==> config.mk <==
export PLATFORM = sky130hd
export DESIGN_NAME = dmem_bus_bridge_flat
export DESIGN_NICKNAME = d
export VERILOG_FILES = /design/src/rtl/dmem_bus_pkg.sv /design/src/rtl/dmem_bus_bridge_if.sv /design/src/rtl/bus_timeout_ctr.sv /design/src/rtl/dmem_bus_bridge.sv /design/src/flat_wrapper.sv
export SDC_FILE = /design/constraint.sdc
export NUM_CORES = 1
export LEC_CHECK = 0
export ABC_CLOCK_PERIOD_IN_PS = 1600
export CAP_MARGIN = 20
export CORE_ASPECT_RATIO = 0.6
export CORE_MARGIN = 2
export CORE_UTILIZATION = 35
export CTS_BUF_LIST = sky130_fd_sc_hd__clkbuf_8 sky130_fd_sc_hd__clkbuf_16
export CTS_CLUSTER_SIZE = 8
export DETAILED_ROUTE_END_ITERATION = 10
export DONT_BUFFER_PORTS = 1
export PLACE_DENSITY = 0.61
export SLEW_MARGIN = 20
export SYNTH_ARGS = -nofsm -noshare
export SYNTH_HDL_FRONTEND = slang
export SYNTH_SLANG_ARGS = --single-unit
==> constraint.sdc <==
create_clock -name clk -period 1.6 [get_ports clk]
set_input_delay 0.32 -clock clk [delete_from_list [all_inputs] [get_ports clk]]
set_output_delay 0.32 -clock clk [all_outputs]
set_load 0.005 [all_outputs]
==> src/rtl/dmem_bus_pkg.sv <==
// dmem_bus_pkg: shared types and constants for the data-memory bus bridge
package dmem_bus_pkg;
  typedef enum logic [1:0] {ST_IDLE, ST_REQ, ST_DONE} state_t;
  localparam logic [3:0] BE_ALL = 4'hF;
  localparam int TIMEOUT_DEF = 255;
endpackage

==> src/rtl/dmem_bus_bridge_if.sv <==
// dmem_bus_bridge_if: core memory-stage port plus req/ack slave bus, seen from the bridge (master) or its environment (slave)
interface dmem_bus_bridge_if #(parameter int AW = 32);
  logic          cpu_en;
  logic [3:0]    cpu_be;
  logic [AW-1:0] cpu_addr;
  logic [31:0]   cpu_wdata;
  logic [31:0]   cpu_rdata;
  logic          cpu_stall;
  logic          bus_req;
  logic          bus_we;
  logic [3:0]    bus_be;
  logic [AW-1:0] bus_addr;
  logic [31:0]   bus_wdata;
  logic          bus_ack;
  logic [31:0]   bus_rdata;
  logic          bus_err;
  modport master (
    input  cpu_en, cpu_be, cpu_addr, cpu_wdata, bus_ack, bus_rdata,
    output cpu_rdata, cpu_stall, bus_req, bus_we, bus_be, bus_addr, bus_wdata, bus_err
  );
  modport slave (
    output cpu_en, cpu_be, cpu_addr, cpu_wdata, bus_ack, bus_rdata,
    input  cpu_rdata, cpu_stall, bus_req, bus_we, bus_be, bus_addr, bus_wdata, bus_err
  );
endinterface

==> src/rtl/bus_timeout_ctr.sv <==
// bus_timeout_ctr: counts request cycles and flags the last one allowed before abort
module bus_timeout_ctr #(
  parameter int TIMEOUT = 255
) (
  input  logic clk,
  input  logic rst,
  input  logic clear_i,
  input  logic en_i,
  output logic expired_o
);
  localparam int CW = $clog2(TIMEOUT + 1);
  logic [CW-1:0] cnt_q;
  always_ff @(posedge clk or negedge rst)
    if (!rst) cnt_q <= '0;
    else cnt_q <= clear_i ? '0 : en_i ? cnt_q + CW'(1) : cnt_q;
  // counter holds the number of completed request cycles, so this is the TIMEOUT-th one
  assign expired_o = en_i && cnt_q == CW'(TIMEOUT - 1);
endmodule

==> src/rtl/dmem_bus_bridge.sv <==
// dmem_bus_bridge: turns a single-cycle core data access into a req/ack bus transaction with stall and timeout
module dmem_bus_bridge
  import dmem_bus_pkg::*;
#(
  parameter int TIMEOUT = TIMEOUT_DEF,
  parameter int AW      = 32
) (
  input logic             clk,
  input logic             rst,
  dmem_bus_bridge_if.master bus
);
  state_t        state_q;
  logic          req_q, we_q, err_q, expired;
  logic [3:0]    be_q;
  logic [AW-1:0] addr_q;
  logic [31:0]   wdata_q, rdata_q;
  logic          accept;
  assign accept = state_q == ST_IDLE && bus.cpu_en;
  bus_timeout_ctr #(.TIMEOUT(TIMEOUT)) u_ctr (
    .clk(clk), .rst(rst), .clear_i(accept), .en_i(state_q == ST_REQ), .expired_o(expired)
  );
  always_ff @(posedge clk or negedge rst)
    if (!rst) begin
      state_q <= ST_IDLE;
      req_q   <= 1'b0;
      we_q    <= 1'b0;
      err_q   <= 1'b0;
      be_q    <= '0;
      addr_q  <= '0;
      wdata_q <= '0;
      rdata_q <= '0;
    end else begin
      case (state_q)
        ST_IDLE:
          if (bus.cpu_en) begin
            state_q <= ST_REQ;
            req_q   <= 1'b1;
            we_q    <= |bus.cpu_be;
            be_q    <= |bus.cpu_be ? bus.cpu_be : BE_ALL;
            addr_q  <= {bus.cpu_addr[AW-1:2], 2'b00};
            wdata_q <= bus.cpu_wdata;
          end
        ST_REQ:
          if (bus.bus_ack) begin
            state_q <= ST_DONE;
            req_q   <= 1'b0;
            if (!we_q) rdata_q <= bus.bus_rdata;
          end else if (expired) begin
            state_q <= ST_DONE;
            req_q   <= 1'b0;
            err_q   <= 1'b1;
            rdata_q <= '0;
          end
        default: state_q <= ST_IDLE;
      endcase
    end
  assign bus.cpu_stall = accept || state_q == ST_REQ;
  assign bus.cpu_rdata = rdata_q;
  assign bus.bus_req   = req_q;
  assign bus.bus_we    = we_q;
  assign bus.bus_be    = be_q;
  assign bus.bus_addr  = addr_q;
  assign bus.bus_wdata = wdata_q;
  assign bus.bus_err   = err_q;
endmodule

==> src/flat_wrapper.sv <==
// flat-port wrapper written by rule: the top's interface ports become plain ports
module dmem_bus_bridge_flat import dmem_bus_pkg::*;
#(
  parameter int TIMEOUT = TIMEOUT_DEF,
  parameter int AW      = 32
)
  (clk, rst, bus_cpu_en, bus_cpu_be, bus_cpu_addr, bus_cpu_wdata, bus_bus_ack, bus_bus_rdata, bus_cpu_rdata, bus_cpu_stall, bus_bus_req, bus_bus_we, bus_bus_be, bus_bus_addr, bus_bus_wdata, bus_bus_err);
  dmem_bus_bridge_if #(.AW(AW)) bus_i ();
  input logic clk;
  input logic rst;
  input wire logic [$bits(bus_i.cpu_en)-1:0] bus_cpu_en;
  input wire logic [$bits(bus_i.cpu_be)-1:0] bus_cpu_be;
  input wire logic [$bits(bus_i.cpu_addr)-1:0] bus_cpu_addr;
  input wire logic [$bits(bus_i.cpu_wdata)-1:0] bus_cpu_wdata;
  input wire logic [$bits(bus_i.bus_ack)-1:0] bus_bus_ack;
  input wire logic [$bits(bus_i.bus_rdata)-1:0] bus_bus_rdata;
  output wire logic [$bits(bus_i.cpu_rdata)-1:0] bus_cpu_rdata;
  output wire logic [$bits(bus_i.cpu_stall)-1:0] bus_cpu_stall;
  output wire logic [$bits(bus_i.bus_req)-1:0] bus_bus_req;
  output wire logic [$bits(bus_i.bus_we)-1:0] bus_bus_we;
  output wire logic [$bits(bus_i.bus_be)-1:0] bus_bus_be;
  output wire logic [$bits(bus_i.bus_addr)-1:0] bus_bus_addr;
  output wire logic [$bits(bus_i.bus_wdata)-1:0] bus_bus_wdata;
  output wire logic [$bits(bus_i.bus_err)-1:0] bus_bus_err;
  assign bus_i.cpu_en = bus_cpu_en;
  assign bus_i.cpu_be = bus_cpu_be;
  assign bus_i.cpu_addr = bus_cpu_addr;
  assign bus_i.cpu_wdata = bus_cpu_wdata;
  assign bus_i.bus_ack = bus_bus_ack;
  assign bus_i.bus_rdata = bus_bus_rdata;
  assign bus_cpu_rdata = bus_i.cpu_rdata;
  assign bus_cpu_stall = bus_i.cpu_stall;
  assign bus_bus_req = bus_i.bus_req;
  assign bus_bus_we = bus_i.bus_we;
  assign bus_bus_be = bus_i.bus_be;
  assign bus_bus_addr = bus_i.bus_addr;
  assign bus_bus_wdata = bus_i.bus_wdata;
  assign bus_bus_err = bus_i.bus_err;
  dmem_bus_bridge #(.TIMEOUT(TIMEOUT), .AW(AW)) u_core (.clk(clk), .rst(rst), .bus(bus_i));
endmodule
==> out/results.tsv <==
stage	metric	value	unit
job	maxCapViolCount	0	
sta	finalHoldViolations	111	
die	die_h	91.0	um
synthesis	synth_top_family_by_area	simple AND/OR/NAND/NOR gates	
layout	multi_input_area	0.00153	mm^2
status	violations	hold timing	
sta	final-max-slew-violation-count	0	
global_routing	grtUsageTotal	14.8	%
sta	fmax	0.666	GHz
place	portBuffers	0	
die	fp.dieW	149	um
layout	syn_to_final_growth	12.5	%
detailed_routing	via_count	3153	
die	initial_utilization	36.3	%
detailed_routing	via_per_inst	4.86	
clock_tree	cts_buffer_depth	2	
global_routing	grtUsageMet3	6.08	%
setup_path	worst_r2r_endpoint	u_core.bus.bus_addr[24]	
sta	finalClockSkew	0.00532	ns
layout	n_fill_cell	1201	
synthesis	synth-seq-cells	111	
clock_tree	cts_num_sinks	111	
global_routing	grtUsageMet2	22.5	%
synthesis	synth_top_area_cell	dfrtp_1	
synthesis	avgSynthCellArea	9.09	um^2
layout	fin_area	0.00497	mm^2
power	p_per_area	1790	mW/mm^2
setup_path	path_class	flop to output port	
layout	regArea	0.00278	mm^2
setup_path	r2r_slack	0.13	ns
sta	rsz0062_at_grt	no	
layout	stdcell_count	649	
clock_tree	clockRootBuffer	clkbuf_16	
sta	finalSetupTns	0	ns
clock_tree	cts_inserted_buffers	9	
setup_path	crit_path_start	u_core.state_q[1]	
die	die-area	0.0136	mm^2
setup_path	start_kind	flop	
sta	setup_slack	0.0975	ns
detailed_routing	drt_iter0_drc	158	
synthesis	yosys-mux-area-fraction	1.13	%
die	rows	31	
power	power	8870	uW
detailed_routing	drtAntennaViolNets	0	
setup_path	worstPathRequired	1.28	ns
global_routing	grt_pass1_wl	15800	um
die	ios	208	
clock_tree	cts_setup_buffers	0	
place	placed_area	0.00465	mm^2
status	status	complete, but fails checks	
detailed_routing	drc_errors	0	
synthesis	ys_types	31	
synthesis	synth_top_area_share	62.9	%
clock_tree	h-tree-depth	3	
place	gp_congestion	0.739	
setup_path	critPathMaxFanout	6	
synthesis	synthAdderAreaFrac	0.567	%
place	dp_hpwl	7030	um
synthesis	yosys.area_share.simple	26.6	%
global_routing	antenna_found_initial	0	
sta	post-route-period-util	93.9	%
global_routing	grt_util_met1	19.4	%
setup_path	endpoint_kind	output port	
synthesis	synthXorXnorAreaFrac	0	%
power	ir_worst_vdd	0.720	mV
synthesis	synth_edf_count	0	
synthesis	synth.area.top_cells	dfrtp_1 63%, nand2_1 23%, o21ai_0 4.1%, buf_2 2.2%, mux2i_1 1.1%	
place	dp.cells	633	
layout	drive_above_1_share	6.61	%
hold_path	hold_class	input port to async pin	
place	place_ws	0.117	ns
sta	finalCriticalPeriod	1.50	ns
synthesis	yosys_warnings	0	
sta	holdWs	-0.334	ns
global_routing	grt_overflow	0	
synthesis	synth_cells	486	
synthesis	synthFlopType	dfrtp_1	
power	leakagePower	0.00248	uW
layout	antennaDiodeCount	0	
clock_tree	cts_tree	done	
sta	setup-violations-final	0	
detailed_routing	drtPass1Iterations	4	
synthesis	synth_compound_area_share	5.35	%
setup_path	r2r_cells	4	
layout	nets	585	
global_routing	grt_pass1_vias	3081	
detailed_routing	totalWireLength	9990	um
detailed_routing	routedWlPerCell	15.4	um
setup_path	reg2reg_from	u_core.state_q[0]	
global_routing	grt_max_degree	112	
clock_tree	clkTransAtPathRegs	0.07	ns
synthesis	syn_area	0.00442	mm^2
synthesis	ys_seq_area_share	62.9	%
setup_path	cp_data_arrival_time	1.18	ns
die	core_area	0.0122	mm^2
clock_tree	clock_latency	0.34	ns
setup_path	critPathCapture	bus_cpu_stall	
synthesis	async_reset_ff_share	100	%
global_routing	busiest_layer	met2	
==> synthesized netlist by cell type (all sizes together) (2+ instances only) <==
cell / number
inv: 2
buf: 21
nor3: 4
and3: 2
o21ai: 40
nand2: 267
nand4: 5
nand3: 2
clkbuf: 8
dfrtp: 111
ha: 2
mux2i: 5
nor4: 2
==> per-layer routing <==
layer | up-vias | routed length, um
met3 | 10 | 1140
met1 | 1484 | 4380
met5 | - | 0
met2 | 156 | 4370
li1 | 1503 | -
met4 | 0 | 103
==> where the power goes <==
part	leakage [uW]	internal [uW]	switching (uW)
Sequential	0.00138	3950	977
Clock	0.000144	1230	1060
Combinational	0.000957	667	986
==> how the worst min path moves through the flow <==
| stage | cells after the start | to | start | slack [ns] |
|---|---|---|---|---|
| 6_report | 0 | u_core.bus.cpu_rdata[10] | rst | -0.33 |
| 5_1_grt | 0 | u_core.bus.cpu_rdata[6] | rst | -0.37 |
| 4_1_cts | 0 | u_core.bus.bus_addr[14] | rst | -0.36 |
| 3_5_place_dp | 0 | u_core.bus.cpu_rdata[6] | rst | 0.03 |
| 3_3_place_gp | 0 | u_core.bus.cpu_rdata[31] | rst | 0.03 |
| 2_1_floorplan | 0 | u_core.bus.bus_addr[10] | rst | 0.02 |
==> final cells by class <==
cell class	instances	share of cell area [%]
flip-flops and latches	111	55.9
multi-input cells	345	30.7
clock buffers	9	4.53
well taps	165	4.16
repair buffers	10	2.92
clock inverters	7	1.59
inverters	2	0.151
==> state kept, by name, indices dropped and copies added (netlist names) <==
signal and flops:
u_core.bus.bus_be 4, u_core.state_q 2, u_core.bus.bus_we 1, u_core.bus.bus_addr 30, u_core.bus.bus_err 1, u_core.bus.bus_wdata 32
u_core.u_ctr.cnt_q 8, u_core.bus.cpu_rdata 32, u_core.bus.bus_req 1
==> cells by family (layout without fill, tap and decap cells) <==
logic type | count (synthesis) | count (layout)
adders and majority gates | 2 | 2
and+or+nand+nor | 291 | 291
muxes | 5 | 5
other | 1 | 2
DFF | 111 | 111
buffers and inverters | 31 | 28
AOI/OAI and AO/OA | 45 | 45
==> metrics by stage <==
stage	hold WS, ns	util, %
after floorplan	0.0244	-
after global placement	0.0274	38.1
after detailed placement	0.0270	38.1
after CTS	-0.359	40.7
after global routing	-0.366	40.8
final	-0.334	40.8
==> critical path, stage by stage, from the launching register on <==
cell	delay, ns
dfrtp_1	0.39
buf_4	0.17
o21bai_4	0.18
inv_1	0.09
==> timing repair <==
action                                 CTS  global route
setup endpoints to repair                1             2
resized for setup                        1             3
endpoints found under the hold margin  111           111
==> layout by cell type, fill, tap and decap left out, types with 2 or more instances in the layout <==
cell type / netlist / layout
and3_1: 2 / 2
buf_12: 0 / 5
buf_4: 2 / 3
buf_6: 0 / 2
clkbuf_16: 0 / 9
clkinvlp_4: 0 / 2
conb_1: 1 / 2
dfrtp_1: 111 / 111
ha_1: 2 / 2
inv_1: 2 / 2
inv_6: 0 / 2
mux2i_1: 5 / 5
nand2_1: 267 / 267
nand3_1: 2 / 2
nand4_1: 5 / 5
nor3_1: 4 / 4
o21ai_0: 36 / 36
o21ai_1: 4 / 4
No activity file was read; power rests on OpenSTA's default activity.
